==> src/rtl/alien_fleet_controller_if.sv <==
// Control/status bundle between the fleet sequencer and the game logic.
// The game side drives the request/event signals; the sequencer drives the fleet controls.
interface alien_fleet_controller_if #(
    parameter int NUM_ALIENS = 40
);
    localparam int AW = $clog2(NUM_ALIENS + 1);

    logic          startOfFrame;
    logic          gameStart;
    logic          levelRestart;
    logic          edgeHitLeft;
    logic          edgeHitRight;
    logic          alienKilled;
    logic          invadersLanded;

    logic          Y_direction;
    logic          toggleX;
    logic          stepPulse;
    logic          dirRight;
    logic [AW-1:0] aliveCount;
    logic          fleetCleared;
    logic          fleetLanded;

    modport master (
        output startOfFrame, gameStart, levelRestart, edgeHitLeft, edgeHitRight,
               alienKilled, invadersLanded,
        input  Y_direction, toggleX, stepPulse, dirRight, aliveCount,
               fleetCleared, fleetLanded
    );

    modport slave (
        input  startOfFrame, gameStart, levelRestart, edgeHitLeft, edgeHitRight,
               alienKilled, invadersLanded,
        output Y_direction, toggleX, stepPulse, dirRight, aliveCount,
               fleetCleared, fleetLanded
    );
endinterface

==> src/rtl/alien_fleet_controller.sv <==
// Invader formation sequencer: march cadence, edge descend/reverse, clear and landing tracking.
// Optional FLEET_SPEEDUP_EN shortens the march period as the surviving-alien count drops.
module alien_fleet_controller #(
    parameter int NUM_ALIENS     = 40,
    parameter int BASE_PERIOD    = 32,
    parameter int MIN_PERIOD     = 2,
    parameter int SPEED_SHIFT    = 1,
    parameter int DESCEND_FRAMES = 8
) (
    input  logic                    clk,
    input  logic                    resetN,
    alien_fleet_controller_if.slave bus
);
    localparam int AW = $clog2(NUM_ALIENS + 1);
    localparam int PW = $clog2(BASE_PERIOD + 1);
    localparam int DW = $clog2(DESCEND_FRAMES + 1);

    if (MIN_PERIOD < 1 || MIN_PERIOD > BASE_PERIOD || SPEED_SHIFT < 0 || DESCEND_FRAMES < 1)
    begin : g_bad_config
        $error("alien_fleet_controller: inconsistent period/descend parameters");
    end

    typedef enum logic [2:0] {
        IDLE,
        MARCH,
        DESCEND,
        REVERSE,
        CLEARED,
        LANDED
    } state_t;

    state_t        state, state_nx;
    logic [PW-1:0] frame_cnt, frame_cnt_nx;
    logic [DW-1:0] desc_cnt, desc_cnt_nx;
    logic [PW-1:0] period;
    logic [PW:0]   cnt_plus;
    logic          step_due;
    logic          desc_last;
    logic          edge_trig;

    logic          y_nx;
    logic          toggle_nx;
    logic          step_nx;
    logic          dir_nx;
    logic [AW-1:0] alive_nx;
    logic          cleared_nx;
    logic          landed_nx;

`ifdef FLEET_SPEEDUP_EN
    localparam int SW = ((AW > PW) ? AW : PW) + 1;
    logic [SW-1:0] scaled;

    always_comb begin
        scaled = SW'(MIN_PERIOD) + SW'(bus.aliveCount >> SPEED_SHIFT);
        period = (scaled > SW'(BASE_PERIOD)) ? PW'(BASE_PERIOD) : scaled[PW-1:0];
    end
`else
    assign period = PW'(BASE_PERIOD);
`endif

    // counter+1 >= period is the same test as counter >= period-1, without underflow
    assign cnt_plus  = {1'b0, frame_cnt} + (PW + 1)'(1);
    assign step_due  = (cnt_plus >= {1'b0, period});
    assign desc_last = (desc_cnt == DW'(DESCEND_FRAMES - 1));
    assign edge_trig = (bus.dirRight & bus.edgeHitRight) | (~bus.dirRight & bus.edgeHitLeft);

    always_comb begin
        state_nx     = state;
        frame_cnt_nx = frame_cnt;
        desc_cnt_nx  = desc_cnt;
        y_nx         = bus.Y_direction;
        toggle_nx    = 1'b0;
        step_nx      = 1'b0;
        dir_nx       = bus.dirRight;
        alive_nx     = bus.aliveCount;
        cleared_nx   = bus.fleetCleared;
        landed_nx    = bus.fleetLanded;

        if (state != IDLE && bus.alienKilled && bus.aliveCount != '0) begin
            alive_nx = bus.aliveCount - AW'(1);
        end

        case (state)
            IDLE: begin
                if (bus.gameStart) begin
                    state_nx = MARCH;
                end
            end

            MARCH, DESCEND, REVERSE: begin
                // landing beats clearing, which beats any movement in the same cycle
                if (bus.invadersLanded) begin
                    state_nx  = LANDED;
                    landed_nx = 1'b1;
                    y_nx      = 1'b0;
                end else if (alive_nx == '0) begin
                    state_nx   = CLEARED;
                    cleared_nx = 1'b1;
                    y_nx       = 1'b0;
                end else begin
                    case (state)
                        MARCH: begin
                            if (edge_trig) begin
                                state_nx    = DESCEND;
                                desc_cnt_nx = '0;
                                y_nx        = 1'b1;
                            end else if (bus.startOfFrame) begin
                                if (step_due) begin
                                    frame_cnt_nx = '0;
                                    step_nx      = 1'b1;
                                end else begin
                                    frame_cnt_nx = frame_cnt + PW'(1);
                                end
                            end
                        end
                        DESCEND: begin
                            if (bus.startOfFrame) begin
                                if (desc_last) begin
                                    state_nx     = REVERSE;
                                    desc_cnt_nx  = '0;
                                    y_nx         = 1'b0;
                                    toggle_nx    = 1'b1;
                                    dir_nx       = ~bus.dirRight;
                                    frame_cnt_nx = '0;
                                end else begin
                                    desc_cnt_nx = desc_cnt + DW'(1);
                                end
                            end
                        end
                        default: begin
                            state_nx = MARCH;
                        end
                    endcase
                end
            end

            CLEARED, LANDED: begin
                state_nx = state;
            end

            default: begin
                state_nx = IDLE;
            end
        endcase
    end

    always_ff @(posedge clk) begin
        if (!resetN || bus.levelRestart) begin
            state            <= IDLE;
            frame_cnt        <= '0;
            desc_cnt         <= '0;
            bus.Y_direction  <= 1'b0;
            bus.toggleX      <= 1'b0;
            bus.stepPulse    <= 1'b0;
            bus.dirRight     <= 1'b1;
            bus.aliveCount   <= AW'(NUM_ALIENS);
            bus.fleetCleared <= 1'b0;
            bus.fleetLanded  <= 1'b0;
        end else begin
            state            <= state_nx;
            frame_cnt        <= frame_cnt_nx;
            desc_cnt         <= desc_cnt_nx;
            bus.Y_direction  <= y_nx;
            bus.toggleX      <= toggle_nx;
            bus.stepPulse    <= step_nx;
            bus.dirRight     <= dir_nx;
            bus.aliveCount   <= alive_nx;
            bus.fleetCleared <= cleared_nx;
            bus.fleetLanded  <= landed_nx;
        end
    end
endmodule

==> src/flat_wrapper.sv <==
// flat-port wrapper written by rule: the top's interface ports become plain ports
module alien_fleet_controller_flat 
#(
    parameter int NUM_ALIENS     = 40,
    parameter int BASE_PERIOD    = 32,
    parameter int MIN_PERIOD     = 2,
    parameter int SPEED_SHIFT    = 1,
    parameter int DESCEND_FRAMES = 8
)
  (clk, resetN, bus_startOfFrame, bus_gameStart, bus_levelRestart, bus_edgeHitLeft, bus_edgeHitRight, bus_alienKilled, bus_invadersLanded, bus_Y_direction, bus_toggleX, bus_stepPulse, bus_dirRight, bus_aliveCount, bus_fleetCleared, bus_fleetLanded);
  alien_fleet_controller_if #(.NUM_ALIENS(NUM_ALIENS)) bus_i ();
  input  logic clk;
  input  logic resetN;
  input wire logic [$bits(bus_i.startOfFrame)-1:0] bus_startOfFrame;
  input wire logic [$bits(bus_i.gameStart)-1:0] bus_gameStart;
  input wire logic [$bits(bus_i.levelRestart)-1:0] bus_levelRestart;
  input wire logic [$bits(bus_i.edgeHitLeft)-1:0] bus_edgeHitLeft;
  input wire logic [$bits(bus_i.edgeHitRight)-1:0] bus_edgeHitRight;
  input wire logic [$bits(bus_i.alienKilled)-1:0] bus_alienKilled;
  input wire logic [$bits(bus_i.invadersLanded)-1:0] bus_invadersLanded;
  output wire logic [$bits(bus_i.Y_direction)-1:0] bus_Y_direction;
  output wire logic [$bits(bus_i.toggleX)-1:0] bus_toggleX;
  output wire logic [$bits(bus_i.stepPulse)-1:0] bus_stepPulse;
  output wire logic [$bits(bus_i.dirRight)-1:0] bus_dirRight;
  output wire logic [$bits(bus_i.aliveCount)-1:0] bus_aliveCount;
  output wire logic [$bits(bus_i.fleetCleared)-1:0] bus_fleetCleared;
  output wire logic [$bits(bus_i.fleetLanded)-1:0] bus_fleetLanded;
  assign bus_i.startOfFrame = bus_startOfFrame;
  assign bus_i.gameStart = bus_gameStart;
  assign bus_i.levelRestart = bus_levelRestart;
  assign bus_i.edgeHitLeft = bus_edgeHitLeft;
  assign bus_i.edgeHitRight = bus_edgeHitRight;
  assign bus_i.alienKilled = bus_alienKilled;
  assign bus_i.invadersLanded = bus_invadersLanded;
  assign bus_Y_direction = bus_i.Y_direction;
  assign bus_toggleX = bus_i.toggleX;
  assign bus_stepPulse = bus_i.stepPulse;
  assign bus_dirRight = bus_i.dirRight;
  assign bus_aliveCount = bus_i.aliveCount;
  assign bus_fleetCleared = bus_i.fleetCleared;
  assign bus_fleetLanded = bus_i.fleetLanded;
  alien_fleet_controller #(.NUM_ALIENS(NUM_ALIENS), .BASE_PERIOD(BASE_PERIOD), .MIN_PERIOD(MIN_PERIOD), .SPEED_SHIFT(SPEED_SHIFT), .DESCEND_FRAMES(DESCEND_FRAMES)) u_core (.clk(clk), .resetN(resetN), .bus(bus_i));
endmodule
==> config.mk <==
export PLATFORM = sky130hd
export DESIGN_NAME = alien_fleet_controller_flat
export DESIGN_NICKNAME = d
export VERILOG_FILES = /design/src/rtl/alien_fleet_controller_if.sv /design/src/rtl/alien_fleet_controller.sv /design/src/flat_wrapper.sv
export SDC_FILE = /design/constraint.sdc
export NUM_CORES = 1
export LEC_CHECK = 0
export CAP_MARGIN = 0
export CORE_MARGIN = 2
export CORE_UTILIZATION = 39
export DETAILED_ROUTE_END_ITERATION = 16
export PLACE_DENSITY = 0.7
export SLEW_MARGIN = 10
export SYNTH_ARGS = -nofsm -noshare
export SYNTH_HDL_FRONTEND = slang
export SYNTH_SLANG_ARGS = --single-unit
==> constraint.sdc <==
create_clock -name clk -period 3.9 [get_ports clk]
set_input_delay 0.78 -clock clk [delete_from_list [all_inputs] [get_ports clk]]
set_output_delay 0.78 -clock clk [all_outputs]
set_load 0.05 [all_outputs]
Word level (Yosys, flattened, before mapping)
Cells that the tools add are included.

word-level totals
  logic and storage cells = 92
  input port bits = 9
  latch bits = 0
  memory bits (writable) = 0
  register bits after elaboration = 25
  output and inout bits = 12
  memories kept = 0
  memory bits (read-only) = 0

cells by class
  muxes and demuxes = 27
  equality and inequality tests = 18
  shift operators = 0
  $add $sub $neg = 4
  magnitude comparators = 1
  div/mod/pow operators = 0
  reduce and logical (&&, ||, !) cells = 21
  bitwise operators = 11
  multipliers = 0

operators by type and width
  cell                                                               number
  2-to-1 mux 6 bit                                                   6
  2-to-1 mux 3 bit                                                   6
  2-to-1 mux 4 bit                                                   3
  one-hot mux 6 bit (2 select lines)                                 1
  AND reduction 6 bit                                                2
  != test 5 x 3 -> 1 bit, second input constant                      2
  AND reduction 5 bit                                                2
  one-hot mux 3 bit (3 select lines)                                 1
  != test 2 bit, second input constant                               4
  != test 4 x 2 -> 1 bit, second input constant                      2
  inverter 1 bit                                                     8
  one-hot mux 4 bit (2 select lines)                                 1
  AND reduction 8 bit                                                1
  adder 6 x 1 -> 7 bit, second input constant                        1
  greater-or-equal comparator 7 x 6 -> 1 bit, second input constant  1
  2-to-1 mux 1 bit                                                   7
  OR reduction 7 bit                                                 1
  adder 6 x 1 -> 6 bit, second input constant                        1
  == test 3 x 2 -> 1 bit, second input constant                      2
  == test 3 bit, second input constant                               2
  zero test 6 bit                                                    1
  one-hot mux 3 bit (2 select lines)                                 1
  nonzero test 6 bit                                                 1
  OR reduction 6 bit                                                 1
  21 further kinds                                                   24

Logic depth before layout (Yosys ltp)
  depth after elaboration = 8
  depth in mapped cells = 9
  mapped depth without buffers = 8

Worst setup path after synthesis
Ideal clock, no wire load.

  path type = register to register
  from = register u_core.bus.aliveCount[0]
  to = register u_core.desc_cnt[3]
  library setup time = 0.132 ns
  slack = 1.289 ns
  period minus slack after synthesis = 2.611 ns
  stages on the path, launching flop included = 10
  path buffers = 1
  arrival = 2.479 ns
  data required time = 3.768 ns
  path through = dfxtp_1 -> inv_1 -> ha_1 -> or2_2 -> o21ai_0 -> a41oi_2 -> or3_1 -> buf_6 -> a32oi_1 -> a21oi_1

on the way
  longest elaborated chain between the ends = 6
  elaborated cells between the ends (all ways) = 7
  classes of those cells = 1 x add/sub; 1 x mux; 1 x bitwise; 4 x reduce/logical

ends and longest elaborated chain
  item                                                               RTL line                         source
  start, declared                                                    alien_fleet_controller_if.sv:34  output Y_direction, toggleX, stepPulse, dirRight, aliveCount,
  start signal, assigned                                             alien_fleet_controller.sv:156    bus.aliveCount <= AW'(NUM_ALIENS);
  start signal, assigned                                             alien_fleet_controller.sv:167    bus.aliveCount <= alive_nx;
  branches (longest 2 deep; another with subtractor 6 x 1 -> 6 bit)  -
  2-to-1 mux 6 bit *                                                 alien_fleet_controller.sv:79     if (state != IDLE && bus.alienKilled && bus.aliveCount != '0) begin
  zero test 6 bit *                                                  alien_fleet_controller.sv:96     end else if (alive_nx == '0) begin
  inverter 1 bit (no line) *                                         -
  AND reduction 6 bit (no line) *                                    -
  end signal, assigned                                               alien_fleet_controller.sv:162    desc_cnt <= desc_cnt_nx;
  end, declared                                                      alien_fleet_controller.sv:34     logic [DW-1:0] desc_cnt, desc_cnt_nx;

Every way passes the cells marked *.
A chain may end at the register's enable or synchronous reset.

Final worst setup path
  from = input bus_alienKilled
  to = register u_core.desc_cnt[1]

on the way
  longest elaborated chain between the ends = 6

ends and longest elaborated chain
  item                            RTL line                      source
  start, declared                 flat_wrapper.sv:19            input wire logic [$bits(bus_i.alienKilled)-1:0] bus_alienKilled;
  logical AND 1 bit (2 in a row)  alien_fleet_controller.sv:79
  2-to-1 mux 6 bit                alien_fleet_controller.sv:79
  zero test 6 bit                 alien_fleet_controller.sv:96
  inverter 1 bit (no line)        -
  AND reduction 6 bit (no line)   -

Every way passes these cells.

==> reports/qor.txt <==
Status -> finished, final reports clean
Asr flop ratio synth -> 0%
Post-route cell area -> 1750 um2
FMAX -> 387 MHz
Area grow syn2layout -> 16.8%
Routed met3 length -> 156 um
DIE HEIGHT -> 65.9 um
Simple-gate share of the synthesized area -> 32.9%
Post-Syn Area -> 1500 um2
EDFF count, synth -> 0
Flip-flop and latch count after synthesis -> 25
Initial DRC Count -> 116
Layout cells sized above 1 -> 7.50%
Core area -> 3690 um2
Most frequent cells in the layout -> dfxtp_1 (25), nor2_1 (22), clkdlybuf4s50_1 (20)
PostCTS Resize Cnt -> 0
Total GRT Usage -> 16.5%
Initial antenna violation count -> 0
Setup TNS -> 0 ns
RSZ-0062 raised after global routing -> no
Peak VDD IR -> 181 uV
Largest net degree at the start of global routing -> 15
Buffers on Ports -> 20
Max Used Layer -> met4
Seq/Total Area, Yosys -> 33.4%
Routed vias -> 1361
Die Area -> 4350 um2
TritonRoute pass-1 iters -> 4
Worst EP arrival -> 2.75 ns
Distinct cells, synth -> 53
Class of the worst hold path -> flop to flop
Met1 WL -> 1600 um
Layout Nets -> 214
Post-route ant nets -> 0
Slew Limit Headroom -> 56.6%
Die X -> 65.9 um
Final Hold Fails -> 0
Clock skew -> 0.00717 ns
First-pass GRT wire length -> 5730 um
Clk sinks -> 25
Worst path top cell family by delay -> compound AO/OA/AOI/OAI gates
Most common cell after layout, fill and taps aside -> dfxtp_1
WS Path Type -> primary input to flop
Initial Utilization -> 40.6%
P per Cell Area -> 272 nW/um2
Main combinational cell family by area after synthesis -> simple AND/OR/NAND/NOR gates
Worst Path Buf+Inv -> 1
Post-layout min period -> 2.58 ns
CTS buffer count -> 3
Critical Path Fanout Max -> 9
Core Rows -> 22
Required time of the critical path -> 4.06 ns
Ys Warns -> 0
Net count after synthesis -> 196
Synth Flop Type -> dfxtp_1
Compound-Gate Fraction of Synth Area -> 22.1%
CP max-delay cell -> clkdlybuf4s50_1
Slowest stage delay, CP -> 0.46 ns
Via density -> 5.49
GP Congestion -> 0.881
Worst-Skew Late Latency -> 0.26 ns
Total power -> 475 uW
Max Root-Sink Buffers -> 2
Routed wl met2 -> 1440 um
Fin. max-slew vios -> 0
Synthesized area per cell -> 8.18 um2
Post-synthesis mux area share -> 2.01%
Final period util -> 66.3%
Max cap viols -> 0
Final core occ -> 47.4%
Max H-tree Level -> 1
CTS tree -> built
Crit end category -> flop
Post-Synth XOR/XNOR Area -> 0.585%
Synth Area in Adders -> 3.34%
Dpl cell area -> 1700 um2
Synthesized instance count -> 183
Final HPWL from detailed placement -> 2380 um
Grt total ovfl -> 0
Worst-margin pin slew -> 0.635 ns
Reg clk slew, reported paths -> 0.09 ns
CTS Hold Bufs -> 0
Top Ports -> 21
DRT Wirelength -> 3240 um
Cell Chain, Critical Path -> clkdlybuf4s50_1, o31a_1, a21oi_1, a41oi_2, nor3_2, or3_1, a32o_1
# DRC -> 0
WL per Instance -> 13.1 um
Finish-stage setup viols -> 0
Postcts setup bufs -> 0
Leak Pwr -> 0.000569 uW
Inserted Diodes -> 0
Vias in the first global route -> 1238
Launching element type of the critical path -> primary input
Clock root cell -> clkbuf_8
## per-layer routing
metal  vias to the layer above  GRT usage [%]
li1                        716              -
met1                       612           22.8
met2                        29           26.1
met3                         4           3.75
met4                         0           3.83
met5                         -              0
## cells by family after synthesis
logic type	count (synthesis)
AND/OR/NAND/NOR	89
AO/OA/AOI/OAI	47
flip-flops	25
buffers and inverters	14
adder cells (fa/ha/maj)	4
multiplexers	3
XOR/XNOR	1
## registers in the layout (all words and copies together) (netlist names)
| signal | count |
|---|---|
| u_core.bus.fleetCleared | 1 |
| u_core.bus.toggleX | 1 |
| u_core.bus.dirRight | 1 |
| u_core.state | 3 |
| u_core.bus.aliveCount | 6 |
| u_core.bus.fleetLanded | 1 |
| u_core.frame_cnt | 6 |
| u_core.desc_cnt | 4 |
| u_core.bus.stepPulse | 1 |
| u_core.bus.Y_direction | 1 |
## worst register-to-register path, stage by stage (launching register included)
cell	delay [ns]
dfxtp_1	0.48
inv_1	0.11
ha_1	0.27
or2_2	0.28
o21ai_0	0.22
a41oi_2	0.19
or3_1	0.50
a32oi_1	0.27
a21oi_1	0.09
## final timing paths
path / from / to / slack [ns] / depth (start not counted)
max: bus_alienKilled / u_core.desc_cnt[1] / 1.32 / 7
min: u_core.bus.fleetLanded / u_core.bus.fleetLanded / 0.48 / 2
max reg2reg: u_core.bus.aliveCount[0] / u_core.desc_cnt[3] / 1.36 / 8
min reg2reg: u_core.bus.fleetLanded / u_core.bus.fleetLanded / 0.48 / 2
## stage by stage
step,hold slack (ns),std cells,setup WS [ns]
global placement,0.466,244,1.09
finish,0.480,248,1.32
detailed placement,0.464,244,1.05
floorplan,0.466,183,1.29
global route,0.516,248,1.03
CTS,0.488,248,1.33
## where the power goes
| part | switching, uW | leakage, uW | internal (uW) |
|---|---|---|---|
| combinational | 35.2 | 0.000344 | 26.1 |
| clock | 77.4 | 0.0000228 | 72.9 |
| sequential | 5.47 | 0.000202 | 258 |
| total | 118 | 0.000569 | 357 |
## layout make-up
cell class,instances,area [um2]
tap,48,60.1
timing repair buffer,21,208
sequential,25,500
multi-input combinational,144,912
fill,392,1940
clock buffer,4,45.0
inverter,6,22.5
## cell usage after synthesis (all sizes together) (2+ instances only)
master	n	area [um2]
or2	2	12.5
o31ai	2	20.0
a211oi	2	15.0
inv	6	22.5
nor2b	7	43.8
a32o	2	20.0
or3	4	25.0
clkbuf	3	11.3
nand4	2	12.5
a21oi	15	78.8
nor4b	2	23.8
nand3	7	35.0
a21boi	3	26.3
nor4	6	37.5
or4	4	30.0
ha	4	50.1
buf	5	50.0
nor3	6	35.0
nor2	22	82.6
dfxtp	25	500
mux2i	3	30.0
nand2	13	48.8
a31oi	2	12.5
nand2b	4	25.0
o21ai	9	45.0
and3	4	26.3
(Power assumes the default switching activity.)
